## src/rtl/oclib_pkg.sv

```systemverilog
// Shared definitions for the oclib blocks: boolean constants, reset sequencer
// state type and counter sizing helper.
package oclib_pkg;

  localparam bit False = 1'b0;
  localparam bit True  = 1'b1;

  typedef enum logic [1:0] {
    ASSERT  = 2'd0,
    RELEASE = 2'd1,
    RUN     = 2'd2
  } oclib_reset_seq_state_e;

  // Width of a down-counter that must hold values 0..max(a,b)-1; never below 1 bit.
  function automatic int oclib_reset_seq_cnt_width(input int min_assert, input int stage_gap);
    int span;
    span = (min_assert > stage_gap) ? min_assert : stage_gap;
    return (span > 1) ? $clog2(span) : 1;
  endfunction

endpackage

```

## src/rtl/oclib_reset_sequencer.sv

```systemverilog
// Merges reset requests into one ordered sequence: all domains assert together,
// are held, then release one at a time starting with domain 0.
module oclib_reset_sequencer
  import oclib_pkg::*;
#(
  parameter int NumRequesters   = 2,
  parameter int NumDomains      = 3,
  parameter int MinAssertCycles = 16,
  parameter int StageGapCycles  = 4,
  parameter bit ActiveLow       = oclib_pkg::False,
  parameter int CountWidth      = 16
) (
  input  logic                     clock,
  input  logic                     reset,
  input  logic [NumRequesters-1:0] resetRequest,
  output logic [NumDomains-1:0]    resetOut,
  output logic                     busy,
  output logic                     done,
  output logic [NumRequesters-1:0] resetCause,
  output logic [CountWidth-1:0]    resetCount
);

  localparam int CntW = oclib_reset_seq_cnt_width(MinAssertCycles, StageGapCycles);
  localparam logic [CntW-1:0]       HoldLoad = CntW'(MinAssertCycles - 1);
  localparam logic [CntW-1:0]       GapLoad  = CntW'(StageGapCycles - 1);
  localparam logic [NumDomains-1:0] Dom0Mask = NumDomains'(1);
  // Output level for a domain that is still held in reset.
  localparam logic [NumDomains-1:0] HeldLevel = ActiveLow ? {NumDomains{1'b0}} : {NumDomains{1'b1}};

  oclib_reset_seq_state_e   state_r, state_s;
  logic [CntW-1:0]          cnt_r, cnt_s;
  logic [NumDomains-1:0]    released_r, released_s;
  logic [NumRequesters-1:0] cause_r, cause_s;
  logic [CountWidth-1:0]    count_r, count_s;
  logic [NumDomains-1:0]    out_r;
  logic                     busy_r;
  logic                     done_r;
  logic                     done_s;
  logic                     req_any_s;

  assign req_any_s = |resetRequest;

  // Next-state, shared hold/gap counter and bookkeeping for cause/count.
  always_comb begin
    state_s    = state_r;
    cnt_s      = cnt_r;
    released_s = released_r;
    cause_s    = cause_r;
    count_s    = count_r;
    done_s     = 1'b0;
    case (state_r)
      ASSERT: begin
        if (req_any_s) begin
          cnt_s   = HoldLoad;
          cause_s = cause_r | resetRequest;
        end else if (cnt_r == '0) begin
          released_s = Dom0Mask;
          cnt_s      = GapLoad;
          if (released_s[NumDomains-1]) begin
            state_s = RUN;
            done_s  = 1'b1;
          end else begin
            state_s = RELEASE;
          end
        end else begin
          cnt_s = cnt_r - CntW'(1);
        end
      end
      RELEASE: begin
        if (req_any_s) begin
          state_s    = ASSERT;
          cnt_s      = HoldLoad;
          released_s = '0;
          cause_s    = resetRequest;
          count_s    = (count_r == '1) ? count_r : count_r + CountWidth'(1);
        end else if (cnt_r == '0) begin
          // Release mask is a thermometer code growing from domain 0 upward.
          released_s = (released_r << 1) | Dom0Mask;
          cnt_s      = GapLoad;
          if (released_s[NumDomains-1]) begin
            state_s = RUN;
            done_s  = 1'b1;
          end else begin
            state_s = RELEASE;
          end
        end else begin
          cnt_s = cnt_r - CntW'(1);
        end
      end
      RUN: begin
        if (req_any_s) begin
          state_s    = ASSERT;
          cnt_s      = HoldLoad;
          released_s = '0;
          cause_s    = resetRequest;
          count_s    = (count_r == '1) ? count_r : count_r + CountWidth'(1);
        end else begin
          state_s = RUN;
        end
      end
      default: begin
        state_s    = ASSERT;
        cnt_s      = HoldLoad;
        released_s = '0;
      end
    endcase
  end

  // State and output registers; reset clears history instead of recording it.
  always_ff @(posedge clock) begin
    if (reset) begin
      state_r    <= ASSERT;
      cnt_r      <= HoldLoad;
      released_r <= '0;
      cause_r    <= '0;
      count_r    <= '0;
      out_r      <= HeldLevel;
      busy_r     <= 1'b1;
      done_r     <= 1'b0;
    end else begin
      state_r    <= state_s;
      cnt_r      <= cnt_s;
      released_r <= released_s;
      cause_r    <= cause_s;
      count_r    <= count_s;
      out_r      <= HeldLevel ^ released_s;
      busy_r     <= (state_s != RUN);
      done_r     <= done_s;
    end
  end

  assign resetOut   = out_r;
  assign busy       = busy_r;
  assign done       = done_r;
  assign resetCause = cause_r;
  assign resetCount = count_r;

endmodule

```

## config.mk

```make
export PLATFORM = sky130hd
export DESIGN_NAME = oclib_reset_sequencer
export DESIGN_NICKNAME = d
export VERILOG_FILES = /design/src/rtl/oclib_pkg.sv /design/src/rtl/oclib_reset_sequencer.sv
export SDC_FILE = /design/constraint.sdc
export NUM_CORES = 1
export LEC_CHECK = 0
export ABC_AREA = 1
export CORE_AREA = 2 2 63 65
export CTS_BUF_LIST = sky130_fd_sc_hd__clkbuf_8
export DETAILED_ROUTE_END_ITERATION = 16
export DIE_AREA = 0 0 65 67
export PLACE_DENSITY_LB_ADDON = 0.08
export SKIP_CTS_REPAIR_TIMING = 1
export SLEW_MARGIN = 20
export SYNTH_ARGS = -nofsm -noshare
export SYNTH_HDL_FRONTEND = slang
export SYNTH_SLANG_ARGS = --single-unit
```

## constraint.sdc

```tcl
create_clock -name clock -period 3.9 [get_ports clock]
set_clock_uncertainty 0.05 [all_clocks]
set_input_delay 0.78 -clock clock [delete_from_list [all_inputs] [get_ports clock]]
set_output_delay 0.78 -clock clock [all_outputs]
set_load 0.02 [all_outputs]
```

==> results of run 1 <==
-- stage by stage --
stage	instances	worst slack [ns]	hold WS, ns	cell area (um^2)	utilization
2_1_floorplan	277	2.14	0.409	1790	-
3_3_place_gp	347	1.39	0.426	2090	0.578
3_5_place_dp	347	1.41	0.434	2090	0.578
4_1_cts	354	1.69	0.440	2180	0.605
5_1_grt	354	1.52	0.494	2180	0.605
6_report	354	1.67	0.436	2180	0.605
-- state kept, by name, summed over array words and instances (netlist names) --
| signal | flops |
|---|---|
| cnt_r | 4 |
| state_r | 2 |
| resetOut | 3 |
| resetCount | 16 |
| busy | 1 |
| resetCause | 2 |
| released_r | 3 |
| done | 1 |
-- metal layers --
metal | part of all wire | vias to the layer above | GRT usage
met3 | 0.033 | 6 | 0.0574
met2 | 0.49 | 27 | 0.349
met1 | 0.47 | 775 | 0.238
li1 | - | 922 | -
met4 | 0.013 | 0 | 0.0718
met5 | 0 | - | 0
-- worst min path at each step --
stage / from / slack, ns / to
2_1_floorplan: cnt_r[2]$_SDFFE_PP1P_ / 0.41 / cnt_r[2]$_SDFFE_PP1P_
3_3_place_gp: resetCause[0]$_SDFFE_PP0P_ / 0.43 / resetCause[0]$_SDFFE_PP0P_
3_5_place_dp: resetCause[1]$_SDFFE_PP0P_ / 0.43 / resetCause[1]$_SDFFE_PP0P_
4_1_cts: resetCause[1]$_SDFFE_PP0P_ / 0.44 / resetCause[1]$_SDFFE_PP0P_
5_1_grt: resetCause[0]$_SDFFE_PP0P_ / 0.49 / resetCause[0]$_SDFFE_PP0P_
6_report: resetCause[1]$_SDFFE_PP0P_ / 0.44 / resetCause[1]$_SDFFE_PP0P_
-- cell usage in the layout, fill, tap and decap left out, types with 2 or more instances in the layout --
cell type,synthesis,layout
nand2_1,67,67
inv_1,45,45
nor2_1,40,40
dfxtp_1,32,32
clkdlybuf4s50_1,0,26
nand3_1,24,24
o21ai_0,18,18
a21oi_1,11,11
ha_1,7,7
clkbuf_8,0,7
nand4_1,6,6
nand2_2,5,5
nor2_2,4,4
a21oi_2,3,3
xor2_1,2,2
nor3_1,2,2
-- cell type report --
type	count	share of cell area
repair buffers	27	0.123
multi-input cells	195	0.435
clock buffers	7	0.0442
inverters	45	0.0774
flip-flops and latches	32	0.294
well taps	48	0.0275
-- power by group through the flow --
stage	Clock [uW]	Sequential (uW)	Combinational, uW
detailed placement	0	338	23.7
finish	275	331	23.7
CTS	280	331	23.7
floorplan	0	340	10.6
global route	302	331	26.5
global placement	0	338	23.4
-- worst register-to-register path, stage by stage, from the launching register on --
cell	delay [ns]
dfxtp_1	0.39
inv_1	0.10
ha_1	0.31
inv_1	0.04
nor2_1	0.10
buf_4	0.22
inv_1	0.08
nor2_1	0.33
nand2_1	0.12
a21oi_2	0.13
-- cells by family after synthesis --
family,after synthesis
flops,32
xor+xnor,3
simple gates,150
compound gates,35
fa+ha+maj,7
buf+inv,50
==> impl_metrics.csv, run 1 <==
group,metric,value,unit
pwr,power,629,uW
placed_design,gp_congestion,0.839,
worst_setup_path,start_kind,"primary input",
job,drv_cap,0,
detailed_routing,dr.pass1.iters,4,
floorplan,floorplan.initialDensity,0.497,
sta,rsz0062_at_grt,"no",
detailed_routing,drtIter0Drc,151,
pwr,vdd_drop_max,136,uV
logic_synthesis,synth_xor_area_frac,0.0147,
clocking,clockBufferDepth,2,
detailed_routing,routed_wl,3950,um
detailed_routing,viasPerCell,4.89,
logic_synthesis,synth.distinct_cells,24,
sta,finalHoldViolations,0,
pwr,power.density,288,nW/um^2
floorplan,rows,22,
worst_setup_path,r2r-end,"resetCount[14]$_SDFFE_PP0P_",
detailed_routing,wire_per_inst,11.2,um
worst_setup_path,critPathRequiredTime,4.06,ns
logic_synthesis,synthAdderAreaFrac,0.0489,
worst_setup_path,r2r-start,"state_r[0]$_SDFF_PP0_",
worst_hold_path,holdPathStages,2,
sta,fin_crit_sh,0.572,
final_layout,final_net_count,317,
final_layout,drive_gt1_frac,0.0686,
logic_synthesis,yosysMostFrequentCell,"nand2_1",
logic_synthesis,synthTopCellsByArea,"dfxtp_1 (36%), nand2_1 (14%), inv_1 (9.4%)",
clocking,htree_levels,2,
pwr,clockPowerShare,0.437,
worst_setup_path,reg2reg_slack,1.97,ns
logic_synthesis,async_flop_share,0,
worst_setup_path,slowest_delay,0.78,ns
pwr,seqPwrFrac,0.526,
worst_setup_path,crit_buf_inv,2,
final_layout,nFillCells,345,
logic_synthesis,ys_ff_latch,32,
run_status,outcome,"finished, final reports clean",
logic_synthesis,syn-cell-area,1790,um^2
worst_setup_path,reg2regPathDepth,9,
logic_synthesis,synth_fp_nets,288,
sta,finalMaxSlewViolations,0,
sta,setup_violations,0,
detailed_routing,antenna_left,0,
clocking,cts_root_buffer,"clkbuf_8",
grt,grt_max_degree,16,
final_layout,multiInputGateArea,948,um^2
final_layout,seq_area,641,um^2
floorplan,die_w,65,um
logic_synthesis,seq_area_frac_synth,0.358,
sta,timing.setup.tns,0,ns
sta,fin_crit,2.23,ns
logic_synthesis,yosysTopAreaCell,"dfxtp_1",
sta,worst_slew_pin_slew,0.722,ns
floorplan,coreArea,3610,um^2
logic_synthesis,synth-edff-count,0,
detailed_routing,drc_errors,0,
detailed_routing,vias,1730,
logic_synthesis,ys.flop_type,"dfxtp_1",
placed_design,dp_hpwl,2900,um
worst_setup_path,arrival,2.39,ns
worst_setup_path,crit_cells,4,
clocking,insertion_delay,0.28,ns
grt,grt_pass1_wl,6620,um
logic_synthesis,synth.area.mux_share,0,
clocking,numCtsBuffers,5,
grt,grt_pass1_vias,1503,
worst_setup_path,cp_slowest_cell,"clkdlybuf4s50_1",
logic_synthesis,synth_top_family_by_area,"simple AND/OR/NAND/NOR gates",
logic_synthesis,yosys_warnings,0,
logic_synthesis,synthTopCellsByCount,"nand2_1 (67), inv_1 (45), nor2_1 (40)",
clocking,clk_pin_slew,0.07,ns
worst_setup_path,worstSetupEndpoint,"released_r[2]$_SDFF_PP0_",
final_layout,area_delta_synth_final,21.9,%
final_layout,antenna_cells,0,
worst_setup_path,crit_type,"primary input to register",
pwr,p_comb_frac,0.038,
logic_synthesis,avgSynthCellArea,6.46,um^2
logic_synthesis,yosys.area_share.simple,0.360,
pwr,p_sw_frac,0.213,
worst_setup_path,crit_fanout,14,
floorplan,die_h,67,um
grt,antenna_found_initial,0,
floorplan,dieArea,4360,um^2
grt,overflow,0,
pwr,switching_power,134,uW
sta,fmax,448,MHz
clocking,numClockSinks,32,
sta,max_slew_margin,0.517,
clocking,tritoncts,"done",
worst_setup_path,path_common_cell,"nor2_1",
logic_synthesis,yosys.area.top_type_share,0.358,
worst_setup_path,startpoint,"reset",
worst_setup_path,endpoint_kind,"register",
logic_synthesis,synthesis.instances,277,
grt,grt_util_all_layers,0.202,
worst_setup_path,crit_chain,"clkdlybuf4s50_1 > nor2_1 > inv_1 > nor2_1",
pwr,leakagePower,0.000874,uW
floorplan,io_pins,27,
pwr,internal_power,495,uW
worst_hold_path,holdCritPathClass,"register to register",
worst_setup_path,cp_top_family,"buffers and inverters",
logic_synthesis,synth_compound_area_frac,0.106,
placed_design,portBuffers,26,
Note: power is estimated with default switching activity, not from simulation.
==> run 2, diff against run 1 <==
Clock period 3.9 ns to 2.3 ns, I/O delays scaled along.
==> run 2 against run 1 <==
Net effect: register-to-register slack worse by 1.5 ns; die area unchanged; clock power up 44%; cell area up 0.17%; first-iteration DRC count down 38%; global-route usage up 0.30 points; sequential share of layout area down 0.050 points; via count up 0.69%; largest cell class unchanged; highest routed layer unchanged.
==> impl_metrics.csv, run 2 (same netlist as run 1, synthesis figures left out) <==
group,metric,value,unit
grt,grt_pass1_vias,1596,
worst_hold_path,min_to,"resetCause[0]$_SDFFE_PP0P_",
grt,overflow,0,
final_layout,drive_gt1_frac,0.0744,
sta,max_slew_margin,0.677,
worst_setup_path,slowest_delay,0.65,ns
grt,grt_max_degree,14,
final_layout,largest_reg_flops,16,
worst_setup_path,crit_type,"register to output port",
detailed_routing,dr.pass1.iters,4,
sta,fin_crit_sh,0.821,
placed_design,dp_hpwl,2910,um
pwr,vdd_drop_max,272,uV
detailed_routing,drc_errors,0,
job,drv_cap,0,
worst_setup_path,r2r-end,"resetCount[15]$_SDFFE_PP0P_",
placed_design,portBuffers,26,
worst_setup_path,critPathRequiredTime,1.79,ns
worst_hold_path,holdCritPathClass,"register to register",
worst_setup_path,reg2reg_slack,0.45,ns
sta,hold_slack,0.435,ns
grt,antenna_found_initial,0,
grt,grt_util_all_layers,0.205,
pwr,leakagePower,0.000885,uW
worst_setup_path,start_kind,"register",
clocking,numClockSinks,32,
pwr,power.density,456,nW/um^2
detailed_routing,viasPerCell,4.88,
detailed_routing,drtIter0Drc,93,
detailed_routing,wire_per_inst,10.6,um
final_layout,antenna_cells,0,
floorplan,io_pins,27,
worst_setup_path,arrival,1.38,ns
clocking,cts_root_buffer,"clkbuf_8",
floorplan,floorplan.initialDensity,0.497,
sta,rsz0062_at_grt,"no",
final_layout,area_delta_synth_final,22.1,%
sta,timing.setup.tns,0,ns
floorplan,rows,22,
sta,fin_crit,1.89,ns
run_status,outcome,"finished, final reports clean",
floorplan,dieArea,4360,um^2
final_layout,final_cell_mix,"nand2_1 (67), inv_1 (46), nor2_1 (40)",
floorplan,die_w,65,um
sta,finalMaxSlewViolations,0,
worst_setup_path,r2r-start,"resetCount[0]$_SDFFE_PP0P_",
final_layout,final_cells,357,
grt,grt_pass1_wl,6730,um
final_layout,final_net_count,320,
clocking,clk_pin_slew,0.07,ns
clocking,htree_levels,2,
sta,finalHoldViolations,0,
worst_setup_path,endpoint_kind,"output port",
pwr,power,997,uW
sta,setup_violations,0,
placed_design,gp_congestion,0.898,
placed_design,dp_cells,350,
clocking,tritoncts,"done",
clocking,insertion_delay,0.28,ns
floorplan,die_h,67,um
clocking,clockBufferDepth,2,
worst_setup_path,crit_fanout,6,
worst_hold_path,holdPathStages,2,
worst_setup_path,cp_slowest_cell,"clkdlybuf4s50_1",
sta,fmax,530,MHz
final_layout,final_common_cell,"nand2_1",
worst_setup_path,crit_chain,"clkdlybuf4s50_1",
worst_setup_path,cp_top_family,"buffers and inverters",
clocking,numCtsBuffers,5,
floorplan,coreArea,3610,um^2
worst_setup_path,reg2regPathDepth,9,
detailed_routing,antenna_left,0,
detailed_routing,routed_wl,3800,um
detailed_routing,vias,1742,
worst_setup_path,crit_buf_inv,1,
sta,worst_slew_pin_slew,0.483,ns
worst_hold_path,worstHoldStart,"resetCause[0]$_SDFFE_PP0P_",
==> run 2: area by class of cell <==
cell class / instances / area [um^2]
multi-input combinational: 195 / 948
tap: 48 / 60.1
inverter: 45 / 169
clock buffer: 5 / 68.8
timing repair buffer: 30 / 290
clock inverter: 2 / 8.76
sequential: 32 / 641
fill: 343 / 1420
==> run 2: power breakdown <==
| part | total, uW | internal [uW] | switching (uW) |
|---|---|---|---|
| combinational | 41.2 | 16.3 | 24.9 |
| sequential | 561 | 559 | 2.16 |
| clock | 395 | 201 | 194 |
| total | 997 | 776 | 221 |
==> run 2: stage by stage <==
stage / cell area, um^2 / worst slack, ns / util
floorplan: 1790 / 0.643 / -
global placement: 2110 / 0.246 / 0.585
detailed placement: 2110 / 0.196 / 0.585
CTS: 2190 / 0.402 / 0.606
global route: 2190 / 0.206 / 0.606
finish: 2190 / 0.412 / 0.606
==> run 2: worst max-delay path by stage <==
stage	endpoint	slack, ns	from	cells past startpoint
5_1_grt	resetOut[2]$_SDFF_PP1_	0.21	resetRequest[0]	9
2_1_floorplan	resetCount[11]$_SDFFE_PP0P_	0.64	resetCount[1]$_SDFFE_PP0P_	11
3_3_place_gp	resetOut[2]$_SDFF_PP1_	0.25	resetRequest[0]	9
4_1_cts	resetCount[13]	0.40	resetCount[13]$_SDFFE_PP0P_	1
3_5_place_dp	resetOut[2]$_SDFF_PP1_	0.20	resetRequest[0]	9
6_report	resetCount[13]	0.41	resetCount[13]$_SDFFE_PP0P_	1
==> run 2: routing by layer <==
layer,GRT usage,part of all wire
met3,0.0490,0.037
met5,0,0
met4,0.122,0.028
met1,0.225,0.45
met2,0.358,0.48
